$ cat src/rtl/breakout_pkg.sv
// rtl/breakout_pkg.sv - shared encodings and sizes for the breakout game blocks
package breakout_pkg;

    typedef enum logic [1:0] {
        S_IDLE = 2'b00,
        S_PLAY = 2'b01,
        S_WIN  = 2'b10,
        S_END  = 2'b11
    } game_state_t;

    typedef enum logic [1:0] {
        S_RUN     = 2'b00,
        S_RESPAWN = 2'b01,
        S_DONE    = 2'b10
    } ball_state_t;

    localparam int NUM_BRICKS     = 32;
    localparam int BRICK_IDX_W    = 5;
    localparam int BCD_DIGIT_W    = 4;
    localparam int BCD_NUM_DIGITS = 4;
    localparam int SCORE_W        = BCD_DIGIT_W * BCD_NUM_DIGITS;

endpackage

$ cat src/rtl/breakout_ball_ctrl_if.sv
// rtl/breakout_ball_ctrl_if.sv - event inputs and game status outputs of the ball controller
interface breakout_ball_ctrl_if;
    import breakout_pkg::*;

    logic [1:0]             game_state;
    logic                   game_reset;
    logic                   brick_hit;
    logic [BRICK_IDX_W-1:0] brick_idx;
    logic                   ball_miss;
    logic [NUM_BRICKS-1:0]  brick_map;
    logic [1:0]             lives;
    logic [SCORE_W-1:0]     score;
    logic                   respawn_busy;
    logic                   win_sig;
    logic                   lose_sig;

    modport master (
        output game_state, game_reset, brick_hit, brick_idx, ball_miss,
        input  brick_map, lives, score, respawn_busy, win_sig, lose_sig
    );

    modport slave (
        input  game_state, game_reset, brick_hit, brick_idx, ball_miss,
        output brick_map, lives, score, respawn_busy, win_sig, lose_sig
    );

endinterface

$ cat src/rtl/breakout_bcd_add.sv
// rtl/breakout_bcd_add.sv - 4-digit BCD plus 1-digit addend, saturating at 9999
module breakout_bcd_add
    import breakout_pkg::*;
(
    input  logic [SCORE_W-1:0]     a_i,
    input  logic [BCD_DIGIT_W-1:0] b_i,
    output logic [SCORE_W-1:0]     sum_o
);

    logic [BCD_DIGIT_W:0]   digit;
    logic                   carry;
    logic [SCORE_W-1:0]     raw;

    // Ripple the addend through the digits; a carry out of the top digit saturates.
    always_comb begin
        digit = '0;
        carry = 1'b0;
        raw   = '0;
        for (int i = 0; i < BCD_NUM_DIGITS; i++) begin
            digit = {1'b0, a_i[i*BCD_DIGIT_W +: BCD_DIGIT_W]} + {{BCD_DIGIT_W{1'b0}}, carry};
            if (i == 0) begin
                digit = digit + {1'b0, b_i};
            end
            if (digit > (BCD_DIGIT_W+1)'(9)) begin
                digit = digit - (BCD_DIGIT_W+1)'(10);
                carry = 1'b1;
            end else begin
                carry = 1'b0;
            end
            raw[i*BCD_DIGIT_W +: BCD_DIGIT_W] = digit[BCD_DIGIT_W-1:0];
        end
        sum_o = carry ? {BCD_NUM_DIGITS{BCD_DIGIT_W'(9)}} : raw;
    end

endmodule

$ cat src/rtl/breakout_ball_ctrl.sv
// rtl/breakout_ball_ctrl.sv - brick wall, lives, score and respawn tracking feeding the game FSM
module breakout_ball_ctrl #(
    parameter int INIT_LIVES  = 3,
    parameter int POINTS      = 5,
    parameter int RESPAWN_CYC = 25000000
) (
    input  logic                 sys_clk,
    input  logic                 sys_rst,
    breakout_ball_ctrl_if.slave  bus
);
    import breakout_pkg::*;

    localparam int              CNT_W     = (RESPAWN_CYC > 1) ? $clog2(RESPAWN_CYC) : 1;
    localparam logic [CNT_W-1:0] CNT_LOAD = CNT_W'(RESPAWN_CYC - 1);

    ball_state_t            state_q, state_d;
    logic [NUM_BRICKS-1:0]  brick_map_q, brick_map_d;
    logic [1:0]             lives_q, lives_d;
    logic [SCORE_W-1:0]     score_q, score_d;
    logic [5:0]             bricks_left_q, bricks_left_d;
    logic [CNT_W-1:0]       cnt_q, cnt_d;
    logic                   win_q, win_d;
    logic                   lose_q, lose_d;
    logic [SCORE_W-1:0]     score_sum;
    logic                   hit_ok;
    logic                   last_hit;

    breakout_bcd_add u_bcd_add (
        .a_i   (score_q),
        .b_i   (BCD_DIGIT_W'(POINTS)),
        .sum_o (score_sum)
    );

    // State register; game_reset reloads everything and overrides any event that cycle.
    always_ff @(posedge sys_clk) begin
        if (sys_rst || bus.game_reset) begin
            state_q       <= S_RUN;
            brick_map_q   <= '1;
            lives_q       <= 2'(INIT_LIVES);
            score_q       <= '0;
            bricks_left_q <= 6'(NUM_BRICKS);
            cnt_q         <= '0;
            win_q         <= 1'b0;
            lose_q        <= 1'b0;
        end else begin
            state_q       <= state_d;
            brick_map_q   <= brick_map_d;
            lives_q       <= lives_d;
            score_q       <= score_d;
            bricks_left_q <= bricks_left_d;
            cnt_q         <= cnt_d;
            win_q         <= win_d;
            lose_q        <= lose_d;
        end
    end

    // Next state: hit is resolved before miss, and a winning hit swallows a coincident miss.
    always_comb begin
        state_d       = state_q;
        brick_map_d   = brick_map_q;
        lives_d       = lives_q;
        score_d       = score_q;
        bricks_left_d = bricks_left_q;
        cnt_d         = cnt_q;
        win_d         = 1'b0;
        lose_d        = 1'b0;
        last_hit      = 1'b0;
        hit_ok        = bus.brick_hit && (32'(bus.brick_idx) < NUM_BRICKS)
                        && brick_map_q[bus.brick_idx];

        if (bus.game_state == S_PLAY) begin
            case (state_q)
                S_RUN: begin
                    if (hit_ok) begin
                        brick_map_d[bus.brick_idx] = 1'b0;
                        score_d       = score_sum;
                        bricks_left_d = bricks_left_q - 6'd1;
                        if (bricks_left_q == 6'd1) begin
                            win_d    = 1'b1;
                            state_d  = S_DONE;
                            last_hit = 1'b1;
                        end
                    end
                    if (bus.ball_miss && !last_hit) begin
                        lives_d = lives_q - 2'd1;
                        if (lives_q == 2'd1) begin
                            lose_d  = 1'b1;
                            state_d = S_DONE;
                        end else begin
                            state_d = S_RESPAWN;
                            cnt_d   = CNT_LOAD;
                        end
                    end
                end
                S_RESPAWN: begin
                    if (cnt_q == '0) begin
                        state_d = S_RUN;
                    end else begin
                        cnt_d = cnt_q - CNT_W'(1);
                    end
                end
                default: begin
                end
            endcase
        end
    end

    assign bus.brick_map    = brick_map_q;
    assign bus.lives        = lives_q;
    assign bus.score        = score_q;
    assign bus.respawn_busy = (state_q == S_RESPAWN);
    assign bus.win_sig      = win_q;
    assign bus.lose_sig     = lose_q;

endmodule

$ cat src/flat_wrapper.sv
// flat-port wrapper written by rule: the top's interface ports become plain ports
module breakout_ball_ctrl_flat import breakout_pkg::*;
#(
    parameter int INIT_LIVES  = 3,
    parameter int POINTS      = 5,
    parameter int RESPAWN_CYC = 25000000
)
  (sys_clk, sys_rst, bus_game_state, bus_game_reset, bus_brick_hit, bus_brick_idx, bus_ball_miss, bus_brick_map, bus_lives, bus_score, bus_respawn_busy, bus_win_sig, bus_lose_sig);
  breakout_ball_ctrl_if bus_i ();
  input  logic sys_clk;
  input  logic sys_rst;
  input wire logic [$bits(bus_i.game_state)-1:0] bus_game_state;
  input wire logic [$bits(bus_i.game_reset)-1:0] bus_game_reset;
  input wire logic [$bits(bus_i.brick_hit)-1:0] bus_brick_hit;
  input wire logic [$bits(bus_i.brick_idx)-1:0] bus_brick_idx;
  input wire logic [$bits(bus_i.ball_miss)-1:0] bus_ball_miss;
  output wire logic [$bits(bus_i.brick_map)-1:0] bus_brick_map;
  output wire logic [$bits(bus_i.lives)-1:0] bus_lives;
  output wire logic [$bits(bus_i.score)-1:0] bus_score;
  output wire logic [$bits(bus_i.respawn_busy)-1:0] bus_respawn_busy;
  output wire logic [$bits(bus_i.win_sig)-1:0] bus_win_sig;
  output wire logic [$bits(bus_i.lose_sig)-1:0] bus_lose_sig;
  assign bus_i.game_state = bus_game_state;
  assign bus_i.game_reset = bus_game_reset;
  assign bus_i.brick_hit = bus_brick_hit;
  assign bus_i.brick_idx = bus_brick_idx;
  assign bus_i.ball_miss = bus_ball_miss;
  assign bus_brick_map = bus_i.brick_map;
  assign bus_lives = bus_i.lives;
  assign bus_score = bus_i.score;
  assign bus_respawn_busy = bus_i.respawn_busy;
  assign bus_win_sig = bus_i.win_sig;
  assign bus_lose_sig = bus_i.lose_sig;
  breakout_ball_ctrl #(.INIT_LIVES(INIT_LIVES), .POINTS(POINTS), .RESPAWN_CYC(RESPAWN_CYC)) u_core (.sys_clk(sys_clk), .sys_rst(sys_rst), .bus(bus_i));
endmodule
$ cat config.mk
export PLATFORM = sky130hd
export DESIGN_NAME = breakout_ball_ctrl_flat
export DESIGN_NICKNAME = d
export VERILOG_FILES = /design/src/rtl/breakout_pkg.sv /design/src/rtl/breakout_ball_ctrl_if.sv /design/src/rtl/breakout_bcd_add.sv /design/src/rtl/breakout_ball_ctrl.sv /design/src/flat_wrapper.sv
export SDC_FILE = /design/constraint.sdc
export NUM_CORES = 1
export LEC_CHECK = 0
export CAP_MARGIN = 40
export CORE_ASPECT_RATIO = 1.4
export CORE_MARGIN = 2
export CORE_UTILIZATION = 55
export DETAILED_ROUTE_END_ITERATION = 10
export PLACE_DENSITY = 0.82
export SETUP_SLACK_MARGIN = 0.02
export SYNTH_ARGS = -nofsm -noshare
export SYNTH_HDL_FRONTEND = slang
export SYNTH_SLANG_ARGS = --single-unit
$ cat constraint.sdc
create_clock -name sys_clk -period 6.6 [get_ports sys_clk]
set_input_delay 1.98 -clock sys_clk [delete_from_list [all_inputs] [get_ports sys_clk]]
set_output_delay 1.98 -clock sys_clk [all_outputs]
set_load 0.005 [all_outputs]
# --- Yosys cells after proc, flatten, opt, wreduce, memory -nomap -nowiden ---
# Cells that the tools add are included.
op_classes:
  n_reduce_logical: 14
  magnitude_cmp: 6
  bitwise: 5
  muxes: 28
  n_eq_ne: 10
  add_sub_neg: 11
op_table:
  columns: ["op", "count"]
  rows:
  - ["$mux 25", 3]
  - ["$pmux 25 s2", 1]
  - ["$and 32x32->32", 1]
  - ["$not 32->32", 1]
  - ["$logic_not 25->1", 1]
  - ["$sub 25x1->25 const B", 1]
  - ["$gt 5x4->1 const B", 4]
  - ["$mux 16", 1]
  - ["$mux 4", 4]
  - ["$sub 4x4->4 const B", 4]
  - ["$add 4x1->5", 3]
  - ["$mux 1", 11]
  - ["$mux 2", 5]
  - ["$reduce_and 5->1", 2]
  - ["$eq 2x1->1 const B", 3]
  - ["$eq 6x1->1 const B", 1]
  - ["$lt 5x6->1 const B", 1]
  - ["$ne 3x1->1 const B", 2]
  - ["$reduce_and 3->1", 2]
  - ["$sub 6x1->6 const B", 1]
  - ["$add 4x3->5 const B", 1]
  - ["$bmux 1 s5", 1]
  - ["$demux 1 s5", 1]
  - ["$ge 5x1->1 const B", 1]
  - ["other kinds (12)", 18]
totals:
  ff_bits: 85
  word_cells: 82

# --- Depth between registers and ports, before layout ---
# Gate-level depths: netlist (run 1).
logic_depth:
  word_depth: 13
  depth_mapped: 26
  depth_no_buf: 26

# --- Cells and area by module ---
# A second synthesis (run 1) with hierarchy kept.
hier_totals:
  cells_unflattened: 601
  hier_area_um2: 4848.4
by_module_without_submodules:
  columns: ["mod", "n_inst", "seq_area_each_um2", "area_per_inst_um2", "cells_per_inst"]
  rows:
  - ["breakout_ball_ctrl", 1, 1701.6, 3993.8, 476]
  - ["breakout_bcd_add", 1, 0.0, 854.6, 125]

# --- Worst setup path after synthesis (run 1) ---
# Ideal clock, no wire load.
synth_timing:
  kind: "reg2reg"
  start: "register u_core.score_q[0], in the netlist u_core.bus.score[0]"
  end: "register u_core.score_q[3], in the netlist u_core.bus.score[3]"
  t_arrival_ps: 5250
  path_stages_with_launch: 23
  required_time_ps: 6484
  setup_time_ps: 116
  slack_ps: 1234
  path_buffers: 0
  cell_sequence: "dfxtp_1 ha_1 xor2_1 ha_1 a22oi_1 o22ai_1 inv_1 ha_1 ha_1 or2_2 a21oi_1 nor3_1 ha_1 ha_1 or2_2 a21oi_1 nor3_1 ha_1 ha_1 o21a_1 o221a_2 or4_1 o211a_1"
synth_between:
  elab_chain_cells: 13
  word_cells_on_any_way: 15
  cone_classes: "5 x add/sub; 4 x order compare; 6 x mux"
synth_lines:
  columns: ["element", "line", "rtl"]
  rows:
  - ["from (decl)", "breakout_ball_ctrl.sv:19", "logic [SCORE_W-1:0] score_q, score_d;"]
  - ["from (signal assigned)", "breakout_ball_ctrl.sv:49", "score_q <= score_d;"]
  - ["$add 4x3->5 (*)", "breakout_bcd_add.sv:22", "digit = digit + {1'b0, b_i};"]
  - ["$gt 5x4->1", "breakout_bcd_add.sv:24", "if (digit > (BCD_DIGIT_W+1)'(9)) begin"]
  - ["$mux 1", "breakout_bcd_add.sv:24", null]
  - ["$add 4x1->5", "breakout_bcd_add.sv:20", "digit = {1'b0, a_i[i*BCD_DIGIT_W +: BCD_DIGIT_W]} + {{BCD_DIGIT_W{1'b0}}, carry};"]
  - ["$gt 5x4->1", "breakout_bcd_add.sv:24", null]
  - ["$mux 1", "breakout_bcd_add.sv:24", null]
  - ["$add 4x1->5", "breakout_bcd_add.sv:20", null]
  - ["$gt 5x4->1", "breakout_bcd_add.sv:24", null]
  - ["$mux 1", "breakout_bcd_add.sv:24", null]
  - ["$add 4x1->5", "breakout_bcd_add.sv:20", null]
  - ["$gt 5x4->1", "breakout_bcd_add.sv:24", null]
  - ["$mux 1", "breakout_bcd_add.sv:24", null]
  - ["$mux 16 (*)", "breakout_bcd_add.sv:32", "sum_o = carry ? {BCD_NUM_DIGITS{BCD_DIGIT_W'(9)}} : raw;"]
# Mark *: on every way between the ends. The rest lies on a longest branch, timed or not.
# A chain may end at the register's enable or synchronous reset.

# --- Worst setup path in the final report (run 1) ---
# Same ends and word-level chain as after synthesis.

==> results.yml, run 1 <==
sta:
  worstMarginPinSlew_ps: 876.1
  setup_viol: 0
  rsz0062_at_grt: "no"
  finalHoldViolations: 0
  finalSetupTns_ps: 0
  timing.final.crit_share_pct: 90.04
  layout_min_cycle_time_ps: 5943
  max_freq_mhz: 168.3
  clock_skew_ps: 8.961
  final_max_slew_viol_count: 0
  fin_ws_ps: 657.3
  hold-worst-slack_ps: 472.3
  slew_headroom_pct: 41.59
global_routing:
  antenna_found_initial: 0
  grt_usage_pct: 26.59
  grt_overflow: 0
  grt_pass1_wl_um: 19390
  grt_pass1_vias: 4175
  grt_start_max_net_pins: 59
routing:
  drtIter0Drc: 306
  finalWirelength_um: 11920
  viasPerCell: 6.341
  dr_total_vias: 4458
  drt_pass1_iterations: 5
  drc: 0
  wl_per_cell_um: 16.95
  ant_nets: 0
clocking:
  ctsLongestPathBuffers: 2
  clk-insertion-delay-late_ps: 350
  h-tree-depth: 3
  cts_tree: "done"
  postCtsSetupBuffers: 0
  root_buffer: "clkbuf_16"
  clock_sinks: 85
  cts_resized: 0
  hold_buffers: 0
  clk_pin_slew_ps: 70
  cts_buffers: 9
yosys:
  synth.distinct_cells: 62
  ys_warn_count: 0
  synth.ff_latch_count: 85
  syn_nets: 582
  syn_inst: 554
  postSynthAreaPerCell_um2: 8.386
  syn_area_um2: 4646
  async_flop_share_pct: 0
  synth_edf_count: 0
  ys.flop_type: "dfxtp_1"
  seq_area_frac_synth_pct: 36.63
die:
  die_x_um: 81.68
  initial_core_util_pct: 56.67
  core_um2: 8198
  die_h_um: 112.7
  core.rowCount: 39
  io_pins: 65
  die_area_um2: 9208
pwr:
  switchingPower_w: 0.0002894
  p_clk_share_pct: 43.0
  p_int_w: 0.0008226
  switching_share_pct: 26.03
  power_frac_comb_pct: 9.9
  seq_power_share_pct: 47.1
  power_density_nw_per_um2: 199.6
  p_leak_nw: 2.051
  ir_worst_vdd_uv: 149.4
placed_design:
  globalplace.congestion: 0.8807
  place_hpwl_um: 7924
  dp_slack_ps: 695.0
  io_buffers: 64
  numPlacedInstances: 687
setup_path:
  path_cells: "ha_1 > xor2_1 > ha_1 > a22oi_1 > o22ai_1 > inv_1 > ha_1 > ha_1 > or2_2 > a21oi_1 > nor3_1 > ha_1 > ha_1 > or2_2 > a21oi_1 > nor3_1 > ha_1 > ha_1 > inv_1 > a21oi_1 > o221a_2 > or4_1 > o211a_1"
  reg2reg_from: "u_core.bus.score[0]"
  end_kind: "flip-flop"
  crit_path_frequent_cell: "ha_1"
  r2r_slack_ps: 660
  crit_path_max_incr_delay_ps: 500
  crit_path_start_kind: "flip-flop"
  critical_path_arrival_ps: 6180
  startpoint: "u_core.bus.score[0]"
  cpMaxStageDelayCell: "or4_1"
  path_class: "reg2reg"
  cp_data_required_time_ps: 6840
  worstPathMaxFanout: 9
min_path:
  hp-class: "reg2reg"
  min-delay-start: "u_core.bus.brick_map[16]"
final_layout:
  fillCellCount: 688
  nets: 624
  post_route_cells_drive_above_1_share_pct: 7.488
  antenna_cells: 0
  stdcell_count: 703
  syn2layout_area_growth_pct: 19.93
job:
  maxCapViolCount: 0
outcome:
  outcome: "finished, final reports clean"
-- cells by family after synthesis --
kind of cell	count (synthesis)	share of synthesized area [%]
xor gates and xnor gates	10	1.885
and+or+nand+nor	208	22.76
DFF	85	36.63
muxes	15	3.770
AOI/OAI and AO/OA	162	25.18
buffers and inverters	58	5.467
adders and majority gates	16	4.309
-- routing by layer --
layer	vias to the layer above	global-route usage, %	part of all wire (%)
met5	-	0	0
met4	0	10.44	2.0
met3	20	7.735	5.6
met2	137	45.14	52
met1	2162	31.03	40
li1	2139	-	-
-- cell usage after synthesis, types with 6 or more instances --
cell type / n / area share [%]
mux2i_1: 13 / 2.8
ha_1: 16 / 4.3
inv_1: 18 / 1.5
o31ai_1: 38 / 6.1
nand3_1: 17 / 1.8
or3_1: 8 / 1.1
o21ai_0: 12 / 1.3
a31oi_1: 13 / 1.8
o211ai_1: 6 / 0.97
clkbuf_1: 25 / 2.0
a311oi_1: 10 / 1.9
nor3_1: 29 / 3.1
nand2b_1: 12 / 1.6
buf_2: 8 / 0.86
o22ai_1: 7 / 0.94
nand2_1: 62 / 5.0
o21a_1: 7 / 1.1
xnor2_1: 7 / 1.3
a21oi_1: 32 / 3.4
dfxtp_1: 85 / 37
nor2_1: 36 / 2.9
-- sequential cells by signal (all words and copies together) (netlist names) --
register and count:
u_core.bus.brick_map 32, u_core.bus.lose_sig 1, u_core.state_q 2, u_core.bus.score 16, u_core.bus.win_sig 1, u_core.bus.lives 2
u_core.bricks_left_q 6, u_core.cnt_q 25
-- worst max-delay path: cells and delay by family, from the launching register on --
family	cells	cell delay [ps]
adder cells (fa/ha/maj)	8	2210
buffers and inverters	2	190
AND/OR/NAND/NOR	5	1310
AO/OA/AOI/OAI	7	1390
flip-flops	1	470
XOR/XNOR	1	270
-- through the flow --
stage / power [W] / util (%) / instance area, um^2
6_report: 0.001112 / 67.96 / 5572
5_1_grt: 0.001153 / 67.96 / 5572
4_1_cts: 0.001116 / 67.96 / 5572
3_5_place_dp: 0.0006429 / 64.56 / 5293
3_3_place_gp: 0.0006397 / 64.42 / 5281
2_1_floorplan: 0.0006124 / - / 4646
-- power by group through the flow --
stage          clock network [W]  registers, W  logic [W]
2_1_floorplan                  0      0.000534  0.0000784
3_3_place_gp                   0      0.000535   0.000105
3_5_place_dp                   0      0.000535   0.000108
4_1_cts                 0.000483      0.000524   0.000109
5_1_grt                 0.000509      0.000524   0.000120
6_report                0.000478      0.000524   0.000110
-- worst paths after layout --
check	to	cells past startpoint
hold reg to reg	u_core.bus.brick_map[16]	2
hold / removal	u_core.bus.brick_map[16]	2
setup / recovery	u_core.bus.score[3]	23
setup reg to reg	u_core.bus.score[3]	23
-- layout by cell type, fill, tap and decap left out, types with 4 or more instances in the layout --
cell type	synthesis	routed
a31o_2	3	4
and2_1	4	4
o21a_1	7	7
xnor2_1	7	7
or2_2	5	5
nand4_1	5	5
clkdlybuf4s50_1	0	64
o211ai_1	6	6
a21oi_1	32	32
o21ai_0	12	12
a32o_1	5	5
nand3_1	17	17
a311oi_1	10	10
inv_1	18	18
nand2b_1	12	12
clkbuf_16	0	9
or3_1	8	8
o31ai_1	38	38
a31oi_1	13	13
mux2i_1	13	13
ha_1	16	16
nor3_1	29	28
nor4_1	4	4
nand2_1	62	62
nor2_1	36	35
o211a_1	4	4
buf_4	3	5
dfxtp_1	85	85
o22ai_1	7	7
-- final cells by class --
| cell class | instances | area [um^2] | area share (%) |
|---|---|---|---|
| clock buffers | 11 | 242.7 | 4.357 |
| inverters | 19 | 71.32 | 1.280 |
| clock inverters | 5 | 36.28 | 0.6512 |
| repair buffers | 70 | 689.4 | 12.37 |
| well taps | 102 | 127.6 | 2.291 |
| flip-flops and latches | 85 | 1702 | 30.54 |
| multi-input cells | 411 | 2703 | 48.51 |
Note: power is estimated with default switching activity, not from simulation.
==> run 2, diff against run 1 <==
--- a/config.mk
+++ b/config.mk
@@ -11,7 +11,7 @@
 export CORE_UTILIZATION = 55
 export DETAILED_ROUTE_END_ITERATION = 10
 export PLACE_DENSITY = 0.82
-export SETUP_SLACK_MARGIN = 0.02
+export SETUP_SLACK_MARGIN = 0.2
 export SYNTH_ARGS = -nofsm -noshare
 export SYNTH_HDL_FRONTEND = slang
 export SYNTH_SLANG_ARGS = --single-unit
==> results of run 2 <==
Same layout as run 1: the final DEF is identical, and so are final timing and power.
